<file path="src/rtl/syn_perf_counter_pkg.sv">
// Shared core header for the performance counter slice: counter indices,
// select width and the packed per-cycle event vector.
package syn_perf_counter_pkg;

   localparam int NUM_CNT = 6;
   localparam int SEL_W   = 3;

   typedef enum logic [SEL_W-1:0] {
      CNT_CYCLES   = 3'd0,
      CNT_JUMPS    = 3'd1,
      CNT_BRANCHES = 3'd2,
      CNT_TAKEN    = 3'd3,
      CNT_BUBBLES  = 3'd4,
      CNT_LOAD_USE = 3'd5
   } cnt_idx_e;

   // Field order puts each event at the bit position of its counter index.
   typedef struct packed {
      logic load_use;
      logic bubble;
      logic branched;
      logic is_branch;
      logic jumped;
      logic cycle;
   } perf_evt_t;

   function automatic logic sel_valid(input logic [SEL_W-1:0] s);
      return s < SEL_W'(NUM_CNT);
   endfunction

endpackage

</file>
<file path="src/rtl/syn_sat_counter.sv">
// One saturating event counter with a sticky saturation flag.
module syn_sat_counter #(
   parameter int CNT_WIDTH = 32
) (
   input  logic                 clk,
   input  logic                 rst,
   input  logic                 clr,
   input  logic                 inc,
   output logic [CNT_WIDTH-1:0] value,
   output logic                 sat
);

   always_ff @(posedge clk) begin
      if (rst) begin
         value <= '0;
         sat   <= 1'b0;
      end else if (clr) begin
         value <= '0;
         sat   <= 1'b0;
      end else if (inc) begin
         if (&value) sat   <= 1'b1;
         else        value <= value + CNT_WIDTH'(1);
      end
   end

endmodule

</file>
<file path="src/rtl/syn_perf_counter.sv">
// Core performance counters: six saturating counters, halt-triggered freeze
// and a registered readout mux.
module syn_perf_counter
   import syn_perf_counter_pkg::*;
#(
   parameter int CNT_WIDTH = 32
) (
   input  logic                 clk,
   input  logic                 rst,
   input  logic                 en,
   input  logic                 clr,
   input  logic                 halted,
   input  logic                 jumped,
   input  logic                 is_branch,
   input  logic                 branched,
   input  logic                 bubble,
   input  logic                 load_use,
   input  logic [SEL_W-1:0]     sel,
   output logic [CNT_WIDTH-1:0] count_out,
   output logic                 frozen,
   output logic                 ovf
);

   perf_evt_t                             evt;
   logic [NUM_CNT-1:0]                    inc;
   logic [NUM_CNT-1:0]                    sat;
   logic [NUM_CNT-1:0]                    sat_hit;
   logic [NUM_CNT-1:0][CNT_WIDTH-1:0]     value;
   logic [CNT_WIDTH-1:0]                  rd_val;
   logic                                  clr_en;
   logic                                  active;

   assign clr_en = en & clr;
   assign active = en & ~frozen & ~halted & ~clr;

   always_comb begin
      evt           = '0;
      evt.cycle     = 1'b1;
      evt.jumped    = jumped;
      evt.is_branch = is_branch;
      evt.branched  = branched;
      evt.bubble    = bubble;
      evt.load_use  = load_use;
   end

   assign inc = evt & {NUM_CNT{active}};

   for (genvar g = 0; g < NUM_CNT; g++) begin : g_cnt
      syn_sat_counter #(.CNT_WIDTH(CNT_WIDTH)) u_cnt (
         .clk   (clk),
         .rst   (rst),
         .clr   (clr_en),
         .inc   (inc[g]),
         .value (value[g]),
         .sat   (sat[g])
      );
      assign sat_hit[g] = inc[g] & (&value[g]);
   end

   always_comb begin
      rd_val = '0;
      for (int i = 0; i < NUM_CNT; i++)
         if (sel == SEL_W'(i)) rd_val = value[i];
   end

   // ovf tracks the flags' next state so it rises on the same edge as sat.
   always_ff @(posedge clk) begin
      if (rst) begin
         frozen    <= 1'b0;
         ovf       <= 1'b0;
         count_out <= '0;
      end else begin
         count_out <= sel_valid(sel) ? rd_val : '0;
         if (clr_en) begin
            frozen <= 1'b0;
            ovf    <= 1'b0;
         end else begin
            if (en & halted) frozen <= 1'b1;
            ovf <= |(sat | sat_hit);
         end
      end
   end

endmodule

</file>
<file path="config.mk">
export PLATFORM = sky130hd
export DESIGN_NAME = syn_perf_counter
export DESIGN_NICKNAME = d
export VERILOG_FILES = /design/src/rtl/syn_perf_counter_pkg.sv /design/src/rtl/syn_sat_counter.sv /design/src/rtl/syn_perf_counter.sv
export SDC_FILE = /design/constraint.sdc
export NUM_CORES = 1
export LEC_CHECK = 0
export CORE_MARGIN = 1
export CORE_UTILIZATION = 50
export DETAILED_ROUTE_END_ITERATION = 10
export PLACE_DENSITY = 0.7
export SYNTH_ARGS = -nofsm -noshare
export SYNTH_HDL_FRONTEND = slang
export SYNTH_SLANG_ARGS = --single-unit
</file>
<file path="constraint.sdc">
create_clock -name clk -period 3.75 [get_ports clk]
set_input_delay 1.125 -clock clk [delete_from_list [all_inputs] [get_ports clk]]
set_output_delay 1.125 -clock clk [all_outputs]
set_load 0.01 [all_outputs]
</file>
==> metrics, run 1 <==
Clk pin slew, worst setup/hold paths 0.06 ns; via count 12,200; First-pass DRT Iterations 6; area grow syn2layout 14.2%; Max Fanout on Critical Path 3; GRT overflow 0; worst vdd ir 0.294 mV; clk root buf clkbuf_16; first-pass GRT wire length 59,400 µm; # fillers 2,178; yosys warns 0; fraction of layout cells with a size suffix above 1 0.0972; largest net degree at the start of global routing 55; worst endpoint data arrival time 3.58 ns; Worst Reg2Reg Path Length in Cells 6; P per Cell Area 378 mW/mm²; initial drt markers 1,050; number of synthesized flops with an enable pin 0; Cell variety after synth 61; Seq/Total Area, Yosys 0.375; max cap viols 0; crit end category register; most used flip-flop cell after synthesis dfxtp_1; Worst Path Buf+Inv 1; Slew Viols, Final 0; Critical Path Slowest Stage Cell or4b_4; Avg WL per Cell 19.6 µm; Hold Crit Depth 1; Inst Count DP 1,819; Leakage 4.23 nW; die width 159 µm; Clock Sinks 232; die area 0.0254 mm²; Post-Syn Instances 1,501; Placeable Area 0.0243 mm²; startpoint types input port; Final Skew 0.0234 ns; max frequency 322 MHz; endpoints failing hold 0; Max clock buf depth 3; Reg-to-Reg End g_cnt[2].u_cnt.value[1]$_SDFFE_PP0P_; antenna cells 0; Vias/cell 6.51; Worst path depth 6; antenna violations before repair 0; drt total wl 36,600 µm; endpoints failing setup 0; unrepaired setup endpoints after global routing no; syn_nets 1,520; vias in the first global route 11,000; post-cts sizing count 0; DP Wirelength 26,400 µm; Setup Buffers After CTS 0; Hold Path Origin g_cnt[2].u_cnt.sat$_SDFFE_PP0P_; drt drc 0; io pins 47; post-synthesis register bit count 232; Async S/R FF share, synth 0; clock latency on the worst-skew pair 0.55 ns; Tmin final 3.11 ns; crit share post-route 0.829; WP data required 4.22 ns; NumNets Final 1,543; fin cells 1,868; gr usage total 0.287; Initial Util 0.509; CTS tree done; Setup TNS 0 ns; reg2reg setup slack 0.77 ns; critical-path cell list clkdlybuf4s50_1 > or4b_4 > or4_4 > or2_2 > or4_1 > a21oi_1; syn_area_per_cell 8.24 µm²; Largest delay share family, worst path simple AND/OR/NAND/NOR gates; WS Path Type input port to register; DIE HEIGHT 159 µm; cell area after synthesis 0.0124 mm²; GPL Wtd Cong 0.908; Post-CTS Hold Buffers 0; Cell Rows 57; outcome complete, no violations; reg2reg start g_cnt[2].u_cnt.value[15]$_SDFFE_PP0P_; slowest stage delay, CP 0.56 ns; relative slew slack 0.200; H-tree depth 1; I/O Buffers 46; hold crit path type register to register; post-detailed-route count of antenna-violating nets 0; Least-Margin Pin Slew 1.19 ns; total CTS buffers 27; Worst Hold Endpoint g_cnt[2].u_cnt.sat$_SDFFE_PP0P_
## worst reg2reg max path, cell delays in order, from the launching register on
cell     delay, ns
dfxtp_1       0.42
nand4_1       0.25
or4_1         0.69
o31ai_2       0.98
buf_4         0.30
mux2i_1       0.18
nor2_1        0.05
## stage by stage
stage | total power [mW] | hold slack (ns) | area (µm²) | setup slack, ns | utilization
5_1_grt | 5.49 | 0.487 | 14100 | 0.532 | 0.581
6_report | 5.35 | 0.465 | 14100 | 0.642 | 0.581
4_1_cts | 5.38 | 0.468 | 14100 | 0.656 | 0.581
3_3_place_gp | 2.72 | 0.451 | 13200 | 0.110 | 0.544
3_5_place_dp | 2.72 | 0.454 | 13200 | 0.0898 | 0.544
2_1_floorplan | 2.65 | 0.437 | 12400 | 0.516 | -
## flip-flops by register name (all words and copies together), names as in the netlist
name / count
count_out: 32
frozen: 1
g_cnt.u_cnt.value: 192
g_cnt.u_cnt.sat: 6
ovf: 1
## cell usage in the layout, fill, tap and decap left out, types with 31 or more instances in the layout
cell and instances:
mux2i_1 35, nand2_1 92, nand4_1 71, buf_4 35, nand3_1 64, or3_1 80
o31ai_1 49, nor2_1 125, a21oi_1 155, inv_1 31, or4_1 53, clkdlybuf4s50_1 44
dfxtp_1 232, a22oi_1 34, o21ai_0 84
## final cells by class
type | instances | area [µm²] | area share
multi-input combinational | 1148 | 7290 | 0.516
inverter | 31 | 116 | 0.00823
tap | 324 | 405 | 0.0287
clock buffer | 35 | 746 | 0.0528
clock inverter | 14 | 151 | 0.0107
sequential | 232 | 4640 | 0.329
timing repair buffer | 84 | 773 | 0.0547
## metal layers
metal | vias to the layer above | wire (µm) | GRT usage
met5 | - | 0 | 0
met4 | 0 | 1750 | 0.132
met3 | 99 | 2390 | 0.0328
met2 | 487 | 16600 | 0.456
met1 | 5810 | 15900 | 0.392
li1 | 5771 | - | -
## Yosys cell counts, types with 8 or more instances
cell type	count	area (µm²)
and4_1	23	201
mux4_2	9	203
a22oi_1	34	255
xnor2_1	20	175
o21ai_0	84	420
or4_1	53	398
inv_1	31	116
mux2_2	30	338
nand2_1	92	345
o22a_1	23	201
nand4_1	71	444
a21oi_1	156	781
or2_2	8	50.1
and3_1	19	119
nand3_1	64	320
dfxtp_1	232	4640
o31ai_1	51	383
and2_1	13	81.3
nor4_1	29	181
a31oi_1	9	56.3
or3_1	80	500
clkbuf_1	75	282
xor2_1	13	114
nor2_1	125	469
buf_1	8	30.0
o21a_1	9	67.6
nand2b_1	8	50.1
mux2i_1	35	350
nor3_1	19	95.1
## where the power goes
part	switching [mW]	leakage, nW	internal, mW
logic	0.139	1.91	0.0603
registers	0.00391	1.87	2.47
clock network	1.07	0.448	1.60
## worst max path at each step
stage / start / endpoint / slack, ns
global placement: halted / g_cnt[1].u_cnt.value[31]$_SDFFE_PP0P_ / 0.11
detailed placement: halted / g_cnt[1].u_cnt.value[25]$_SDFFE_PP0P_ / 0.09
floorplan: halted / g_cnt[1].u_cnt.value[25]$_SDFFE_PP0P_ / 0.52
global route: g_cnt[2].u_cnt.value[15]$_SDFFE_PP0P_ / g_cnt[2].u_cnt.value[1]$_SDFFE_PP0P_ / 0.53
CTS: halted / g_cnt[1].u_cnt.value[25]$_SDFFE_PP0P_ / 0.66
finish: halted / g_cnt[1].u_cnt.value[31]$_SDFFE_PP0P_ / 0.64
## cells by family (layout without fill, tap and decap cells)
kind of cell,Yosys count,in the layout,share of synthesized area
AOI/OAI and AO/OA,407,407,0.204
xor gates and xnor gates,33,33,0.0234
adders and majority gates,6,6,0.00607
buffers and inverters,121,164,0.0379
DFF,232,232,0.375
muxes,74,74,0.0720
and+or+nand+nor,628,628,0.281
Note: power is estimated with default switching activity, not from simulation.
==> inputs of run 2 (changes only) <==
--- a/config.mk
+++ b/config.mk
@@ -8,7 +8,7 @@
 export CORE_MARGIN = 1
 export CORE_UTILIZATION = 50
 export DETAILED_ROUTE_END_ITERATION = 10
-export PLACE_DENSITY = 0.7
+export PLACE_DENSITY = 0.73
 export SYNTH_ARGS = -nofsm -noshare
 export SYNTH_HDL_FRONTEND = slang
 export SYNTH_SLANG_ARGS = --single-unit
==> constraint.sdc (replaced) <==
create_clock -name clk -period 2.6 [get_ports clk]
set_input_delay 0.78 -clock clk [delete_from_list [all_inputs] [get_ports clk]]
set_output_delay 0.78 -clock clk [all_outputs]
set_load 0.01 [all_outputs]
==> run 2 against run 1 <==
  * Sequential share of layout area shrank 2.5 points
  * Critical path depth is the same
  * First-iteration DRC count increased by 8.0%
  * Register-to-register slack got worse by 0.63 ns
  * Via count increased by 5.3%
  * Clock skew decreased by 0.0022 ns
  * Cell count increased by 7.7%
  * Critical endpoint unchanged
==> metrics, run 2 (synthesized netlist as in run 1, its figures left out) <==
final core utilization 0.629 (+0.0481); via count 12,800 (+5.3%); total CTS buffers 27 (unchanged); top flop regs g_cnt.u_cnt.value: 192 flops, count_out: 32 flops, g_cnt.u_cnt.sat: 6 flops; max frequency 385 MHz; max FFs per register 192 (unchanged); Hold Crit Depth 1 (unchanged); fin cells 2,011 (+7.7%); Least-Margin Pin Slew 0.883 ns (-0.311 ns); WS Path Type input port to register; max cap viols 0 (unchanged); Final Power 7.70 mW (+44%); fin worst setup slack 0.00595 ns (-0.636 ns); Placeable Area 0.0243 mm² (unchanged); H-tree depth 1 (unchanged); Leakage 4.96 nW (+17%); post-detailed-route count of antenna-violating nets 0 (unchanged); Max clock buf depth 3 (unchanged); Cell Rows 57 (unchanged); Cell Int Power 5.99 mW (+45%); startpoint types input port; Post-CTS Hold Buffers 0 (unchanged); Max Fanout on Critical Path 3 (unchanged); Slew Viols, Final 0 (unchanged); crit end category register; Final Skew 0.0212 ns (-0.00223 ns); antenna cells 0 (unchanged); hold crit path type register to register; Avg WL per Cell 19.0 µm (-3.3%); First-pass DRT Iterations 5 (-1); DP Wirelength 27,700 µm (+4.8%); endpoints failing hold 0 (unchanged); Setup TNS 0 ns (unchanged); Clk pin slew, worst setup/hold paths 0.06 ns (about the same); clock latency on the worst-skew pair 0.54 ns (about the same); most common cell after layout, fill and taps aside dfxtp_1; area grow syn2layout 23.7%; part of the power in registers 0.462 (about the same); crit share post-route 0.998; I/O Buffers 46 (unchanged); gr usage total 0.292 (+0.00484); clock network fraction of design power 0.495 (-0.005); largest net degree at the start of global routing 61 (+11%); GRT overflow 0 (unchanged); relative slew slack 0.408 (+0.208); drt drc 0 (unchanged); initial drt markers 1,134 (+8.0%); drt total wl 38,100 µm (+4.1%); P per Cell Area 504 mW/mm² (+33%); die width 159 µm (unchanged); io pins 47 (unchanged); FF/Latch Area 0.00464 mm² (unchanged); first-pass GRT wire length 60,400 µm (+1.6%); Clock Sinks 232 (unchanged); CTS tree done; WP data required 3.06 ns (-1.16 ns); worst endpoint data arrival time 3.05 ns (-0.53 ns); Initial Util 0.509 (unchanged); antenna violations before repair 0 (unchanged); area occupied by multi-input gates 0.00734 mm² (+0.65%); # fillers 2,078 (-4.6%); net load switching power 1.72 mW (+41%); endpoints failing setup 0 (unchanged); vias in the first global route 11,600 (+5.2%); Logic pwr share 0.042 (+0.005); outcome complete, no violations; Tmin final 2.59 ns; post-place setup slack -0.726 ns (-0.816 ns); DIE HEIGHT 159 µm (unchanged); Vias/cell 6.37 (-2.2%); worst vdd ir 0.431 mV (+47%); GPL Wtd Cong 0.943 (+3.9%); Inst Count DP 1,961 (+7.8%); Worst Reg2Reg Path Length in Cells 5 (-1); die area 0.0254 mm² (unchanged); most frequent cells in the layout dfxtp_1, buf_4, a21oi_1; clk root buf clkbuf_16; fraction of layout cells with a size suffix above 1 0.175 (+0.0777); switching part of the total 0.223 (-0.00418); Reg with most FFs g_cnt.u_cnt.value; NumNets Final 1,686 (+9.3%)
## run 2: power groups by stage
stage | clock network, mW | registers, mW | logic (mW)
2_1_floorplan | 0 | 3.64 | 0.174
3_3_place_gp | 0 | 3.64 | 0.315
3_5_place_dp | 0 | 3.64 | 0.318
4_1_cts | 3.86 | 3.56 | 0.319
5_1_grt | 4.00 | 3.56 | 0.346
6_report | 3.82 | 3.56 | 0.326
## run 2: path summary, 6_finish.rpt
path,from,endpoint,slack [ns]
max,halted,g_cnt[1].u_cnt.value[31]$_SDFFE_PP0P_,0.006
min,g_cnt[1].u_cnt.sat$_SDFFE_PP0P_,g_cnt[1].u_cnt.sat$_SDFFE_PP0P_,0.46
max reg2reg,g_cnt[5].u_cnt.value[15]$_SDFFE_PP0P_,g_cnt[5].u_cnt.value[29]$_SDFFE_PP0P_,0.14
min reg2reg,g_cnt[1].u_cnt.sat$_SDFFE_PP0P_,g_cnt[1].u_cnt.sat$_SDFFE_PP0P_,0.46
## run 2: metrics by stage
step / hold WS, ns / instance area, µm²
2_1_floorplan: 0.437 / 12400
3_3_place_gp: 0.451 / 14400
3_5_place_dp: 0.454 / 14400
4_1_cts: 0.468 / 15300
5_1_grt: 0.499 / 15300
6_report: 0.464 / 15300
## run 2: worst max-delay path, stage by stage
cell and delay (ns):
dlygate4sd2_1 0.24, or4b_4 0.56, or4_4 0.56, or2_4 0.27, or4_1 0.50, a21oi_2 0.15
## run 2: layer usage
layer	vias to the layer above	part of all wire	GRT usage
li1	6066	-	-
met1	6149	0.43	0.394
met2	493	0.46	0.478
met3	105	0.071	0.0310
met4	0	0.043	0.120
met5	-	0	0
## run 2: what timing repair did
item	4_1_cts	5_1_grt
setup endpoints to repair	33	10
pin swaps	4	1
gates resized for setup	5	3
cloned	0	1
setup buffers	0	0
## run 2: final cells by class
type                       count  share of cell area
clock buffer                  43              0.0553
clock inverter                 6             0.00401
inverter                      31             0.00760
tap                          324              0.0265
timing repair buffer         226               0.123
sequential                   232               0.304
multi-input combinational   1149               0.480
==> inputs of run 3 (changes only) <==
--- a/config.mk
+++ b/config.mk
@@ -5,6 +5,7 @@
 export SDC_FILE = /design/constraint.sdc
 export NUM_CORES = 1
 export LEC_CHECK = 0
+export ABC_CLOCK_PERIOD_IN_PS = 2600
 export CORE_MARGIN = 1
 export CORE_UTILIZATION = 50
 export DETAILED_ROUTE_END_ITERATION = 10
==> results of run 3 <==
No change in the layout: final DEF, timing and power equal those of run 2.
